### src/rtl/edge_detect_multi.sv
// -----------------------------------------------------------------------------
// edge_detect_multi
//
// Multi-channel edge detector. Each channel takes an asynchronous pin level
// through a synchroniser and a glitch filter, then produces one-cycle rising,
// falling and any-edge pulses. A per-channel mode mask selects which edges are
// reported as events. Events set a sticky flag and bump a saturating counter,
// both cleared by a write-1 clear. irq is the OR of all sticky flags.
//
// Ports
//   clock         rising-edge clock
//   reset         asynchronous active-low reset
//   sig_in        [CHANNELS]           asynchronous input levels
//   mode          [2*CHANNELS]         per channel: 00 off, 01 rise, 10 fall, 11 any
//   clear         [CHANNELS]           write-1 clear of sticky flag and counter
//   rising_edge   [CHANNELS]           accepted 0->1 pulse (unmasked)
//   falling_edge  [CHANNELS]           accepted 1->0 pulse (unmasked)
//   any_edge      [CHANNELS]           rising_edge | falling_edge
//   event_pulse   [CHANNELS]           edge pulse qualified by mode
//   event_sticky  [CHANNELS]           latched event_pulse until cleared
//   edge_count    [CHANNELS*CNT_WIDTH] saturating event counters
//   irq                                OR of all event_sticky bits
// -----------------------------------------------------------------------------
module edge_detect_multi #(
    parameter int CHANNELS      = 4,
    parameter int SYNC_STAGES   = 2,
    parameter int FILTER_CYCLES = 4,
    parameter int CNT_WIDTH     = 8
) (
    input  logic                          clock,
    input  logic                          reset,
    input  logic [CHANNELS-1:0]           sig_in,
    input  logic [2*CHANNELS-1:0]         mode,
    input  logic [CHANNELS-1:0]           clear,
    output logic [CHANNELS-1:0]           rising_edge,
    output logic [CHANNELS-1:0]           falling_edge,
    output logic [CHANNELS-1:0]           any_edge,
    output logic [CHANNELS-1:0]           event_pulse,
    output logic [CHANNELS-1:0]           event_sticky,
    output logic [CHANNELS*CNT_WIDTH-1:0] edge_count,
    output logic                          irq
);

    localparam int FCW = (FILTER_CYCLES > 1) ? $clog2(FILTER_CYCLES) : 1;
    localparam logic [FCW-1:0]       FC_MAX  = FCW'(FILTER_CYCLES - 1);
    localparam logic [CNT_WIDTH-1:0] CNT_MAX = {CNT_WIDTH{1'b1}};

    logic [SYNC_STAGES-1:0] sync_r     [CHANNELS];
    logic [FCW-1:0]         fcnt_r     [CHANNELS];
    logic [FCW-1:0]         fcnt_next_s[CHANNELS];
    logic [CNT_WIDTH-1:0]   cnt_r      [CHANNELS];
    logic [CNT_WIDTH-1:0]   cnt_next_s [CHANNELS];
    logic [CHANNELS-1:0]    filt_r;       // filtered (accepted) level
    logic [CHANNELS-1:0]    filt_next_s;
    logic [CHANNELS-1:0]    lvl_r;        // filtered level one cycle later, reference for the edge compare
    logic [CHANNELS-1:0]    sticky_next_s;

    // Filter decision, mode qualification, sticky/counter next-state, counter packing.
    always_comb begin
        filt_next_s   = filt_r;
        sticky_next_s = event_sticky;
        event_pulse   = {CHANNELS{1'b0}};
        edge_count    = {(CHANNELS*CNT_WIDTH){1'b0}};
        for (int i = 0; i < CHANNELS; i++) begin
            fcnt_next_s[i] = fcnt_r[i];
            cnt_next_s[i]  = cnt_r[i];

            // A deviation must persist FILTER_CYCLES consecutive cycles to flip the level.
            if (sync_r[i][SYNC_STAGES-1] == filt_r[i]) begin
                fcnt_next_s[i] = {FCW{1'b0}};
            end else if (fcnt_r[i] == FC_MAX) begin
                filt_next_s[i] = ~filt_r[i];
                fcnt_next_s[i] = {FCW{1'b0}};
            end else begin
                fcnt_next_s[i] = fcnt_r[i] + FCW'(1);
            end

            event_pulse[i] = (rising_edge[i] & mode[2*i]) | (falling_edge[i] & mode[2*i+1]);

            // Set wins over clear; a clear coinciding with an event leaves a count of one.
            sticky_next_s[i] = event_pulse[i] | (event_sticky[i] & ~clear[i]);
            if (clear[i]) begin
                cnt_next_s[i] = event_pulse[i] ? CNT_WIDTH'(1) : {CNT_WIDTH{1'b0}};
            end else if (event_pulse[i] && (cnt_r[i] != CNT_MAX)) begin
                cnt_next_s[i] = cnt_r[i] + CNT_WIDTH'(1);
            end else begin
                cnt_next_s[i] = cnt_r[i];
            end

            edge_count[CNT_WIDTH*i +: CNT_WIDTH] = cnt_r[i];
        end
    end

    // All channel state: synchronisers, filters, edge pulses, sticky flags, counters, irq.
    always_ff @(posedge clock or negedge reset) begin
        if (!reset) begin
            for (int i = 0; i < CHANNELS; i++) begin
                sync_r[i] <= {SYNC_STAGES{1'b0}};
                fcnt_r[i] <= {FCW{1'b0}};
                cnt_r[i]  <= {CNT_WIDTH{1'b0}};
            end
            filt_r       <= {CHANNELS{1'b0}};
            lvl_r        <= {CHANNELS{1'b0}};
            rising_edge  <= {CHANNELS{1'b0}};
            falling_edge <= {CHANNELS{1'b0}};
            any_edge     <= {CHANNELS{1'b0}};
            event_sticky <= {CHANNELS{1'b0}};
            irq          <= 1'b0;
        end else begin
            for (int i = 0; i < CHANNELS; i++) begin
                sync_r[i] <= {sync_r[i][SYNC_STAGES-2:0], sig_in[i]};
                fcnt_r[i] <= fcnt_next_s[i];
                cnt_r[i]  <= cnt_next_s[i];
            end
            filt_r       <= filt_next_s;
            lvl_r        <= filt_r;
            rising_edge  <= filt_r & ~lvl_r;
            falling_edge <= ~filt_r & lvl_r;
            any_edge     <= filt_r ^ lvl_r;
            event_sticky <= sticky_next_s;
            irq          <= |sticky_next_s;
        end
    end

endmodule

### config.mk
export PLATFORM = sky130hd
export DESIGN_NAME = edge_detect_multi
export DESIGN_NICKNAME = d
export VERILOG_FILES = /design/src/rtl/edge_detect_multi.sv
export SDC_FILE = /design/constraint.sdc
export NUM_CORES = 1
export LEC_CHECK = 0
export CAP_MARGIN = 20
export CORE_MARGIN = 5
export CORE_UTILIZATION = 50
export CTS_CLUSTER_SIZE = 24
export DETAILED_ROUTE_END_ITERATION = 10
export GPL_TIMING_DRIVEN = 0
export PLACE_DENSITY = 0.84
export RECOVER_POWER = 25
export SLEW_MARGIN = 20
export SYNTH_ARGS = -nofsm -noshare
export SYNTH_HDL_FRONTEND = slang
export SYNTH_SLANG_ARGS = --single-unit
export TNS_END_PERCENT = 30
### constraint.sdc
create_clock -name clock -period 1.7 [get_ports clock]
set_input_delay 0.51 -clock clock [delete_from_list [all_inputs] [get_ports clock]]
set_output_delay 0.51 -clock clock [all_outputs]
set_load 0.01 [all_outputs]
==> results.cfg <==
[power]
power.total_mw = 5.43
power.share.switching_pct = 33.3
p_int_mw = 3.62
pwr-share-clk_pct = 23.3
peakVddDrop_mv = 0.868
comb_power_share_pct = 31.4
powerDensity_nw_per_um2 = 1300
p_sw_mw = 1.81
leakagePower_nw = 2.12
pwr-share-seq_pct = 45.3

[critical_path]
worstSetupPathType = input pin to primary output
crit_required_ns = 1.19
arrival_ns = 1.19
worst_setup_path_start_kind = input pin
critPathBufInv = 3
cpMaxStageDelayCell = dlygate4sd2_1
crit_path_max_fanout = 5
path_cells = dlygate4sd2_1 -> a22oi_4 -> inv_2 -> buf_6
crit_path_max_incr_delay_ns = 0.26
endpoint_kind = primary output
crit_family = buffers and inverters

[route]
met1_length_um = 2690
avgViaCountPerCell = 5.43
drtAntennaViolNets = 0
wire_per_inst_um = 14.9
drtPass1Iterations = 4
drc = 0
num_vias = 2417
highest_layer = met4
dr_wl_met3_um = 334
routed_wl_um = 6610
dr_wl_met2_um = 3410
initialDrtViolationCount = 94

[sta]
max_clock_freq_ghz = 0.588
finalSetupTns_ns = -0.00223
grt_setup_unrepaired = yes
layout_min_cycle_time_ns = 1.70
min_period_over_period_pct = 100
relSlewSlack_pct = 43.6
hold_ws_ns = 0.265
hold_viol_final = 0
setup_viol = 2
tightest_slew_ns = 0.846
worst_slack_ns = -0.00159
slew_violations = 0
fin_worst_skew_ns = 0.0111

[floorplanning]
ioPinCount = 71
fp.dieH_um = 89.1
coreArea_um2 = 5990
die_w_um = 89.1
initial_utilization_pct = 52.2
die-area_um2 = 7940
num_rows = 28

[status]
violations = setup timing
status = finished, violations left

[clock_tree]
htree_levels = 3
cts-root-buf = clkbuf_8
cts_made_buffers = 9
clkSlewWorstSetupHoldPaths_ns = 0.08
clock_sinks = 73
cts_hold_buf = 0
insertion_delay_ns = 0.34
cts_tree = built
clockBufferDepth = 2

[placed_design]
place_area_um2 = 3920
place_ws_ns = -0.667
dpl.hpwl_um = 4650
port_buffers = 68
globalplace.congestion = 0.868

[synthesis]
synth_compound_area_share_pct = 12.0
synth_adder_area_share_pct = 6.40
yosysWarnings = 0
ys_seq_area_share_pct = 58.4
synth_top_family_by_area = simple AND/OR/NAND/NOR gates
synthCells = 271
synthMuxAreaShare_pct = 2.28
synth.distinct_cells = 43
synth_area_um2 = 3130
synthXorXnorAreaFrac_pct = 3.36
synth-simple-area-share_pct = 14.1
synthFlopType = dfrtp_1
ys_seq_elements = 73
synth_nets = 305
synth_edf_count = 0
syn_area_per_cell_um2 = 11.5
synth-async-reset-ratio_pct = 100

[min_path]
min_path_type = input pin to async pin

[grt]
grt_pass1_wl_um = 10900
track_usage_pct = 17.9
antenna_found_initial = 0
grt_max_degree = 40
overflow = 0
first_global_vias = 2337

[layout]
fin_area_um2 = 4170
fillers = 475
area_growth_pct = 33.4
final_nets = 399
multi_input_area_um2 = 1230
regArea_um2 = 1830
n_antenna_cell = 0
drive_gt1_share_pct = 14.6

[run]
maxCapViolations = 0
==> per-layer routing <==
layer | vias to the layer above | GRT usage, %
li1 | 1150 | -
met3 | 18 | 3.78
met2 | 60 | 29.7
met5 | - | 0
met4 | 0 | 9.07
met1 | 1189 | 22.1
==> per-stage QoR <==
| step | instances | utilization, % |
|---|---|---|
| after floorplan | 271 | - |
| after global placement | 414 | 65.1 |
| after detailed placement | 415 | 65.4 |
| after CTS | 445 | 69.5 |
| after global routing | 445 | 69.6 |
| final | 445 | 69.6 |
==> registers in the layout (all words and copies together), names as in the netlist <==
signal,flops
edge_count,32
event_sticky,4
lvl_r,4
fcnt_r,8
filt_r,4
any_edge,4
falling_edge,4
rising_edge,4
irq,1
sync_r,8
==> synth_stat cells, types with 3 or more instances <==
master,count,area [um2]
a211oi_1,3,22.5
a21o_1,3,22.5
a21oi_1,4,20.0
and2_1,3,18.8
and3_1,3,18.8
dfrtp_1,73,1830
ha_1,16,200
inv_1,17,63.8
mux2i_1,6,60.1
nand2_1,20,75.1
nand3_1,9,45.0
nand4_1,5,31.3
nor2_1,18,67.6
nor2b_1,7,43.8
nor3_1,15,75.1
o211ai_1,10,75.1
o21a_1,6,45.0
o21ai_0,5,25.0
o21ai_1,4,20.0
o31ai_1,3,22.5
xnor2_1,4,35.0
xor2_1,8,70.1
==> power groups by stage <==
stage / Sequential, mW / Clock, mW / Combinational, mW
after detailed placement: 2.51 / 0 / 1.75
after CTS: 2.46 / 1.30 / 1.71
after floorplan: 2.57 / 0 / 0.761
final: 2.46 / 1.27 / 1.70
after global placement: 2.49 / 0 / 1.68
after global routing: 2.52 / 1.39 / 1.90
==> cell usage in the layout (no fill, tap or decap), types with 4 or more instances in the layout <==
master,count
nor3_1,14
nand4_1,5
dlygate4sd2_1,57
nand2_1,20
nand3_1,9
o21ai_0,5
buf_4,15
o211ai_1,10
mux2i_1,6
dfrtp_1,71
a21oi_1,4
nor2b_1,7
xor2_1,8
ha_1,16
o21a_1,6
xnor2_1,4
nor2_1,18
dlygate4sd3_1,4
clkbuf_8,11
buf_6,5
inv_1,17
==> area by class of cell <==
| type | count | area share [%] |
|---|---|---|
| multi-input combinational | 174 | 29.6 |
| buffer | 4 | 0.570 |
| sequential | 73 | 43.9 |
| clock inverter | 5 | 0.900 |
| tap | 75 | 2.25 |
| inverter | 19 | 1.71 |
| clock buffer | 11 | 3.63 |
| timing repair buffer | 84 | 17.5 |
==> repair_timing <==
item	in CTS	in global routing
pin swaps	4	2
resized for setup	84	5
setup buffers	15	0
setup endpoints to repair	55	7
==> worst reg2reg max path, cell delays in order (launching register included) <==
cell     delay (ns)
dfrtp_1        0.40
buf_4          0.15
ha_1           0.23
nand3_4        0.13
o21ai_4        0.12
nor3_2         0.20
mux2_1         0.34
==> path summary, 6_finish.rpt <==
path                                   to  cells past startpoint           from  slack [ns]
min in group clock              sync_r[1]                      0      sync_r[0]        0.35
min                           any_edge[1]                      1          reset        0.26
min reg2reg                     sync_r[1]                      0      sync_r[0]        0.35
max reg2reg                edge_count[13]                      6  edge_count[8]        0.03
max in group asynchronous  edge_count[24]                      2          reset        0.34
max                        event_pulse[0]                      4        mode[0]      -0.002
==> logic make-up (layout without fill, tap and decap cells) <==
kind of cell               after synthesis  in the layout
AOI/OAI and AO/OA                       51             51
xor gates and xnor gates                12             12
adders and majority gates               16             16
buffers and inverters                   24            123
DFF                                     73             73
muxes                                    7              7
and+or+nand+nor                         88             88
Power figures use the tool's default switching activity.
